File: src/rtl/tile_lane_queue.sv
// Per-lane falling-tile engine. Tiles live in a circular queue (head = oldest,
// lowest on screen). Every frame edge: judge a key press against the head, drop a
// head that falls off screen, move survivors down by `speed`, then accept a spawn.
module tile_lane_queue #(
    parameter int DEPTH   = 4,
    parameter int SPEED_W = 4,
    parameter int Y_START = 0,
    parameter int Y_MAX   = 479,
    parameter int TILE_H  = 75,
    parameter int HIT_TOP = 380,
    parameter int HIT_BOT = 479
) (
    input  logic                     frame_clk,
    input  logic                     Reset,
    input  logic                     spawn,
    input  logic                     key_hit,
    input  logic [SPEED_W-1:0]       speed,
    output logic [10*DEPTH-1:0]      tile_y,
    output logic [DEPTH-1:0]         tile_valid,
    output logic [$clog2(DEPTH):0]   count,
    output logic                     hit_ok,
    output logic                     miss,
    output logic                     overflow
);

    localparam int IW = $clog2(DEPTH);
    localparam int CW = IW + 1;

    logic [9:0]    y_q [DEPTH];
    logic [9:0]    y_mv [DEPTH];
    logic [IW-1:0] head_q;
    logic [IW-1:0] tail_q;

    logic [9:0]    yh;
    logic          head_valid;
    logic          in_window;
    logic          hit_pop;
    logic          key_miss;
    logic          fall_pop;
    logic          pop;
    logic [CW-1:0] occ_after;
    logic          do_spawn;
    logic          drop_spawn;

    // Flatten slot Y registers onto the renderer bus.
    always_comb begin
        tile_y = '0;
        for (int i = 0; i < DEPTH; i++) begin
            tile_y[10*i +: 10] = y_q[i];
        end
    end

    // Next Y for every slot if it moves; saturates instead of wrapping.
    always_comb begin
        for (int i = 0; i < DEPTH; i++) begin
            logic [10:0] sum;
            sum     = {1'b0, y_q[i]} + 11'(speed);
            y_mv[i] = sum[10] ? 10'h3FF : sum[9:0];
        end
    end

    // Per-edge decisions, all taken on the pre-edge state of the head tile.
    always_comb begin
        yh         = y_q[head_q];
        head_valid = tile_valid[head_q];
        in_window  = (({1'b0, yh} + 11'(TILE_H - 1)) >= 11'(HIT_TOP)) &&
                     (yh <= 10'(HIT_BOT));
        hit_pop    = key_hit && head_valid && in_window;
        key_miss   = key_hit && !hit_pop;
        fall_pop   = head_valid && !hit_pop &&
                     (({1'b0, yh} + 11'(speed)) > 11'(Y_MAX));
        pop        = hit_pop || fall_pop;
        occ_after  = count - CW'(pop);
        do_spawn   = spawn && (occ_after < CW'(DEPTH));
        drop_spawn = spawn && !do_spawn;
    end

    // Queue state and result pulses; spawn is written last so that a full lane
    // popping and spawning on one edge reuses the freed head slot.
    always_ff @(posedge frame_clk) begin
        if (Reset) begin
            for (int i = 0; i < DEPTH; i++) begin
                y_q[i] <= '0;
            end
            tile_valid <= '0;
            head_q     <= '0;
            tail_q     <= '0;
            count      <= '0;
            hit_ok     <= 1'b0;
            miss       <= 1'b0;
            overflow   <= 1'b0;
        end else begin
            hit_ok   <= hit_pop;
            miss     <= key_miss || fall_pop;
            overflow <= drop_spawn;
            for (int i = 0; i < DEPTH; i++) begin
                if (tile_valid[i] && !(pop && (IW'(i) == head_q))) begin
                    y_q[i] <= y_mv[i];
                end
            end
            if (pop) begin
                tile_valid[head_q] <= 1'b0;
                head_q             <= head_q + IW'(1);
            end
            if (do_spawn) begin
                y_q[tail_q]        <= 10'(Y_START);
                tile_valid[tail_q] <= 1'b1;
                tail_q             <= tail_q + IW'(1);
            end
            count <= count - CW'(pop) + CW'(do_spawn);
        end
    end

endmodule
File: config.mk
export PLATFORM = sky130hd
export DESIGN_NAME = tile_lane_queue
export DESIGN_NICKNAME = d
export VERILOG_FILES = /design/src/rtl/tile_lane_queue.sv
export SDC_FILE = /design/constraint.sdc
export NUM_CORES = 1
export LEC_CHECK = 0
export CELL_PAD_IN_SITES_DETAIL_PLACEMENT = 1
export CELL_PAD_IN_SITES_GLOBAL_PLACEMENT = 1
export CORE_UTILIZATION = 38
export CTS_CLUSTER_SIZE = 16
export DETAILED_ROUTE_END_ITERATION = 7
export PLACE_DENSITY = 0.78
export SETUP_SLACK_MARGIN = 0.4
export SLEW_MARGIN = 0
export SYNTH_ARGS = -nofsm -noshare
export SYNTH_HDL_FRONTEND = slang
export SYNTH_SLANG_ARGS = --single-unit
File: constraint.sdc
create_clock -name frame_clk -period 4.4 [get_ports frame_clk]
set_input_delay 0.66 -clock frame_clk [delete_from_list [all_inputs] [get_ports frame_clk]]
set_output_delay 0.66 -clock frame_clk [all_outputs]
set_load 0.1 [all_outputs]
==> impl_metrics.toml, run 1 <==
[outcome]
status = "completed"

[critical_path]
cpMostUsedCell = "ha_2"
crit_required_ns = 4.60
critical_path_class = "register to register"
cp-end-kind = "register"
crit_path_max_fanout = 5
critPathMaxStageDelay_ns = 0.58
critPathLaunchType = "register"
cp_slowest_cell = "mux4_2"
arrival_ns = 4.18
worstPathCellList = "mux4_2, buf_6, ha_2, o211ai_1, mux2_4, a211o_1, a21oi_4, inv_2, ha_4, ha_4, xnor2_4, and2_4, buf_4, ha_2, ha_2, xor2_1, nor2_1"

[clock_network]
cts_buffers = 5
clk-insertion-delay-late_ns = 0.32
cts_buffer_depth = 2
root_buffer = "clkbuf_8"
clk_transition_reported_paths_ns = 0.11
clock_sinks = 56
cts_tree = "built"
htreeDepth = 2

[logic_synthesis]
synth_cell_types = 60
syn-instance-count = 419
synth.cell_area_sq_um = 3852
synth.avg_cell_area_sq_um = 9.194
ys_async_sr_fraction_pct = 0
syn-num-nets = 465
ys_warn_count = 0
synth_flop_cell = "dfxtp_1"
synth_edf_count = 0
ys_ff_latch = 56
yosysSeqAreaShare_pct = 29.10

[hold_path]
min_path_type = "register to register"
hold_start = "y_q[3][5]$_SDFFE_PP0P_"

[job]
max_cap_viol_count = 0

[global_routing]
gr-usage-all-layers_pct = 22.47
grt_max_degree = 22
grt_pass1_vias = 3485
antenna_found_initial = 0
grt_pass1_wl_mm = 17.93
grt_overflow = 0

[routing]
vias_per_cell = 5.727
drc = 0
first_pass_iters = 4
vias = 3585
drt_wl_total_mm = 12.23
wl_per_cell_microns = 19.54
drtIter0Drc = 101
postRouteAntennaNets = 0

[layout]
most-common-layout-cells = "clkdlybuf4s50_1, nor2_1, dfxtp_1"
postLayoutCoreUtil_pct = 51.27
fin_nets = 538
final_common_cell = "clkdlybuf4s50_1"
area_growth_pct = 30.69
drive_gt1_share_pct = 22.52
diodes = 0

[placed_design]
io_buffers = 57
pre_cts_ws_ns = 0.1440
post-dp-hpwl_mm = 9.085
routabilityCongestion = 0.9852

[floorplan]
start_util_pct = 39.23
fp.coreArea_sq_um = 9819
die_w_microns = 102.7
die_area_sq_um = 10540
dieHeight_microns = 102.7
rows = 36
ios = 58

[timing]
fin_crit_sh_pct = 90.30
max_freq_ghz = 0.2517
finClkSkew_ns = 0.008229
worst_slew_pin_slew_ns = 0.9854
rsz0062_at_grt = "false"
finalHoldViolCount = 0
tns_ns = 0
drv_slew = 0
slew_headroom_pct = 34.10
setup_ws_ns = 0.4268
setup_viol = 0
fin_crit_ns = 3.973

[power_and_ir_drop]
clockPowerShare_pct = 25.4
power-per-cell-area_nw_per_um2 = 232.5
pwr-share-seq_pct = 46.3
ir_drop_mv = 0.1273
netSwitchingPower_mw = 0.4203
p_sw_share_pct = 35.90
p_leak_nw = 1.968
combinationalPowerShare_pct = 28.3
internal_power_mw = 0.7505
-- cell usage after synthesis, drive strengths merged (3+ instances only) --
| library cell | n | area [sq um] |
|---|---|---|
| nand2b | 3 | 18.77 |
| a211oi | 8 | 82.58 |
| mux4 | 11 | 247.7 |
| nand2 | 23 | 86.33 |
| xnor2 | 5 | 43.79 |
| a311oi | 10 | 87.58 |
| clkbuf | 7 | 27.52 |
| nor3 | 14 | 70.07 |
| nand3 | 13 | 65.06 |
| nor2 | 49 | 183.9 |
| o21ai | 5 | 25.02 |
| o221a | 4 | 80.08 |
| o21a | 5 | 37.54 |
| and2 | 3 | 18.77 |
| o311a | 3 | 30.03 |
| and3 | 20 | 125.1 |
| nor2b | 10 | 62.56 |
| ha | 33 | 412.9 |
| o21bai | 4 | 30.03 |
| a21o | 7 | 52.55 |
| mux2i | 3 | 30.03 |
| fa | 5 | 100.1 |
| and4b | 3 | 30.03 |
| a41o | 3 | 30.03 |
| xor2 | 8 | 70.07 |
| o211ai | 6 | 45.04 |
| a21oi | 26 | 133.9 |
| inv | 30 | 112.6 |
| nand4 | 3 | 18.77 |
| buf | 8 | 65.05 |
| a41oi | 3 | 33.79 |
| or2 | 4 | 25.02 |
| dfxtp | 56 | 1121 |
-- flip-flops by register name, indices dropped and copies added, names as in the netlist, named ones only --
name,count
count,3
head_q,2
hit_ok,1
miss,1
overflow,1
tail_q,2
tile_valid,4
y_q,40
-- power by group through the flow --
| stage | Clock (mW) | Combinational, mW | Sequential, mW |
|---|---|---|---|
| 2_1_floorplan | 0 | 0.126 | 0.645 |
| 3_3_place_gp | 0 | 0.289 | 0.553 |
| 3_5_place_dp | 0 | 0.299 | 0.554 |
| 4_1_cts | 0.306 | 0.302 | 0.541 |
| 5_1_grt | 0.321 | 0.353 | 0.544 |
| 6_report | 0.298 | 0.331 | 0.542 |
-- critical path, delay by kind of cell (launching register included) --
| kind | cells | cell delay (ns) |
|---|---|---|
| adders and majority gates | 5 | 0.84 |
| AOI/OAI and AO/OA | 3 | 0.75 |
| muxes | 2 | 0.93 |
| DFF | 1 | 0.41 |
| xor gates and xnor gates | 2 | 0.33 |
| buffers and inverters | 3 | 0.34 |
| and+or+nand+nor | 2 | 0.25 |
-- metal layers --
metal / share of wire, % / global-route usage (%) / vias to the layer above
met3: 2.7 / 2.644 / 13
li1: - / - / 1694
met4: 1.5 / 2.967 / 0
met1: 43 / 28.02 / 1813
met2: 53 / 42.21 / 65
met5: 0 / 0 / -
-- logic make-up after synthesis --
logic type | Yosys count | synth area share [%]
simple gates | 154 | 20.46
compound gates | 98 | 21.24
flops | 56 | 29.10
buf+inv | 45 | 5.326
fa+ha+maj | 38 | 13.32
mux | 15 | 7.600
xor+xnor | 13 | 2.956
-- through the flow --
stage | std cells | total power [mW] | hold WS, ns | area [sq um]
2_1_floorplan | 419 | 0.7709 | 0.5382 | 3944
3_3_place_gp | 605 | 0.8421 | 0.4920 | 4667
3_5_place_dp | 605 | 0.8526 | 0.5026 | 4667
4_1_cts | 615 | 1.150 | 0.5205 | 4792
5_1_grt | 626 | 1.218 | 0.5507 | 5035
6_report | 626 | 1.171 | 0.5154 | 5035
-- path summary, 6_finish.rpt --
path / to / slack (ns) / depth (start not counted)
min: y_q[3][5]$_SDFFE_PP0P_ / 0.52 / 2
max: count[2]$_SDFF_PP0_ / 0.43 / 17
min reg2reg: y_q[3][5]$_SDFFE_PP0P_ / 0.52 / 2
max reg2reg: count[2]$_SDFF_PP0_ / 0.43 / 17
-- what timing repair did --
item | CTS | global route
setup buffers | 2 | 11
hold buffers | 0 | 0
pin swaps | 1 | 14
resized for setup | 7 | 33
setup endpoints to repair | 44 | 39
-- layout make-up --
cell class | count | area (sq um)
well taps | 133 | 166.4
multi-input cells | 318 | 2719
fillers | 1159 | 4785
clock buffers | 6 | 72.57
flip-flops and latches | 56 | 1184
repair buffers | 81 | 765.7
clock inverters | 2 | 15.01
inverters | 30 | 112.6
Power figures use the tool's default switching activity.
==> run 2, diff against run 1 <==
- CAP_MARGIN: not set -> 20
==> results of run 2 <==
No change in the layout: final DEF, timing and power equal those of run 1.
==> run 3, diff against run 2 <==
- CORE_MARGIN: not set -> 2
- CTS_CLUSTER_DIAMETER: not set -> 120
==> impl_metrics.toml, run 3 (same netlist as run 1, synthesis figures left out) <==
[global_routing]
grt_pass1_vias = 3668
grt_overflow = 0
grt_max_degree = 23
gr-usage-all-layers_pct = 21.90
grt_pass1_wl_mm = 19.11
antenna_found_initial = 0

[critical_path]
critPathLaunchType = "register"
reg2reg_depth = 16
critical_path_class = "register to register"
cp-end-kind = "register"
r2r_slack_ns = 0.55
crit_path_max_fanout = 6
r2r-end = "y_q[3][6]$_SDFFE_PP0P_"
crit_required_ns = 4.68
arrival_ns = 4.13

[floorplan]
die_area_sq_um = 10960
die_w_microns = 104.7
dieHeight_microns = 104.7
start_util_pct = 39.23
ios = 58
fp.coreArea_sq_um = 9819
rows = 36

[clock_network]
cts_hold_buffers = 0
cts_buffer_depth = 2
root_buffer = "clkbuf_8"
clk-insertion-delay-late_ns = 0.33
clock_sinks = 56
cts_tree = "built"
clk_transition_reported_paths_ns = 0.11
htreeDepth = 2
cts_buffers = 5

[placed_design]
io_buffers = 57
routabilityCongestion = 0.9252
post-dp-hpwl_mm = 9.415

[timing]
finClkSkew_ns = 0.01007
drv_slew = 0
fin_crit_sh_pct = 87.61
fin_crit_ns = 3.855
finalHoldViolCount = 0
tns_ns = 0
max_freq_ghz = 0.2594
holdWs_ns = 0.5269
rsz0062_at_grt = "true"
worst_slew_pin_slew_ns = 1.062
setup_viol = 0
slew_headroom_pct = 28.96

[layout]
final_common_cell = "clkdlybuf4s50_1"
postLayoutCoreUtil_pct = 50.84
most-common-layout-cells = "clkdlybuf4s50_1, nor2_1, ha_1, dfxtp_1, inv_1"
ff_latch_area_sq_um = 1184
largest_register = "y_q"
multi_input_area_sq_um = 2719
drive_gt1_share_pct = 21.93
reg.largest.list = "y_q: 40 flops, tile_valid: 4 flops, count: 3 flops"
area_growth_pct = 29.59
diodes = 0
fin_nets = 533
fillerInstances = 1165
largest_reg_flops = 40

[routing]
first_pass_iters = 4
drc = 0
drt_wl_total_mm = 12.05
vias = 3523
wl_per_cell_microns = 19.40
vias_per_cell = 5.673
drtIter0Drc = 101
postRouteAntennaNets = 0

[outcome]
status = "completed"

[hold_path]
min_path_type = "register to register"
hold_start = "y_q[3][5]$_SDFFE_PP0P_"
worst_hold_path.num_cells = 2
hold_end = "y_q[3][5]$_SDFFE_PP0P_"

[job]
max_cap_viol_count = 0

[power_and_ir_drop]
power-per-cell-area_nw_per_um2 = 239.7
ir_drop_mv = 0.1177
p_leak_nw = 1.969
==> run 3: changes by cell type in the layout (fill, tap and decap cells not counted), sizes merged <==
cell,before,now
a21o,7,8
buf,24,18
==> run 3: worst max path at each step <==
stage,end,depth (start not counted),from,slack [ns]
final,y_q[3][6]$_SDFFE_PP0P_,16,register,0.55
after floorplan,count[1]$_SDFF_PP0_,17,register,0.41
after detailed placement,y_q[2][1]$_SDFFE_PP0P_,16,speed[3],0.05
after CTS,y_q[3][6]$_SDFFE_PP0P_,16,register,0.41
after global routing,y_q[1][0]$_SDFFE_PP0P_,16,register,0.36
after global placement,y_q[3][6]$_SDFFE_PP0P_,16,speed[0],0.20
==> run 3: area by class of cell <==
type | count | area share (%)
clock buffer | 6 | 1.880
clock inverter | 2 | 0.2256
sequential | 56 | 23.71
multi-input combinational | 319 | 54.46
timing repair buffer | 75 | 14.14
inverter | 30 | 2.256
tap | 133 | 3.333
==> run 3: report_power, final <==
group	switching, mW	internal [mW]
Combinational	0.212	0.110
Clock	0.187	0.147
Sequential	0.0209	0.520
==> run 3: critical path: stages (launching register included) <==
cell and delay (ns):
dfxtp_4 0.41, mux4_2 0.56, ha_4 0.29, nor4bb_4 0.31, nand4bb_1 0.16, o211ai_1 0.34
o41ai_4 0.18, a21oi_4 0.17, inv_2 0.04, ha_1 0.18, ha_2 0.19, xnor2_2 0.14
and2_4 0.16, buf_4 0.16, a21o_4 0.23, a41o_1 0.21, nor2_1 0.07
==> run 3: routing by layer <==
metal | track usage (%) | routed length (microns) | vias up
li1 | - | - | 1679
met5 | 0 | 0 | -
met4 | 6.286 | 314 | 0
met3 | 3.556 | 345 | 20
met2 | 39.08 | 6030 | 64
met1 | 27.15 | 5354 | 1760
==> run 3: stage by stage <==
stage / setup slack, ns / std cells / instance area, sq um / power [mW]
global placement: 0.1951 / 604 / 4659 / 0.8434
CTS: 0.4129 / 615 / 4835 / 1.191
global route: 0.3575 / 621 / 4992 / 1.253
detailed placement: 0.05456 / 604 / 4659 / 0.8532
floorplan: 0.4089 / 419 / 3944 / 0.7709
finish: 0.5451 / 621 / 4992 / 1.197
==> run 3: repair_timing <==
action | CTS | global route
gates resized for setup | 11 | 21
endpoints found under the setup margin | 44 | 47
setup buffers | 3 | 5
pin swaps | 1 | 6
cloned | 0 | 1
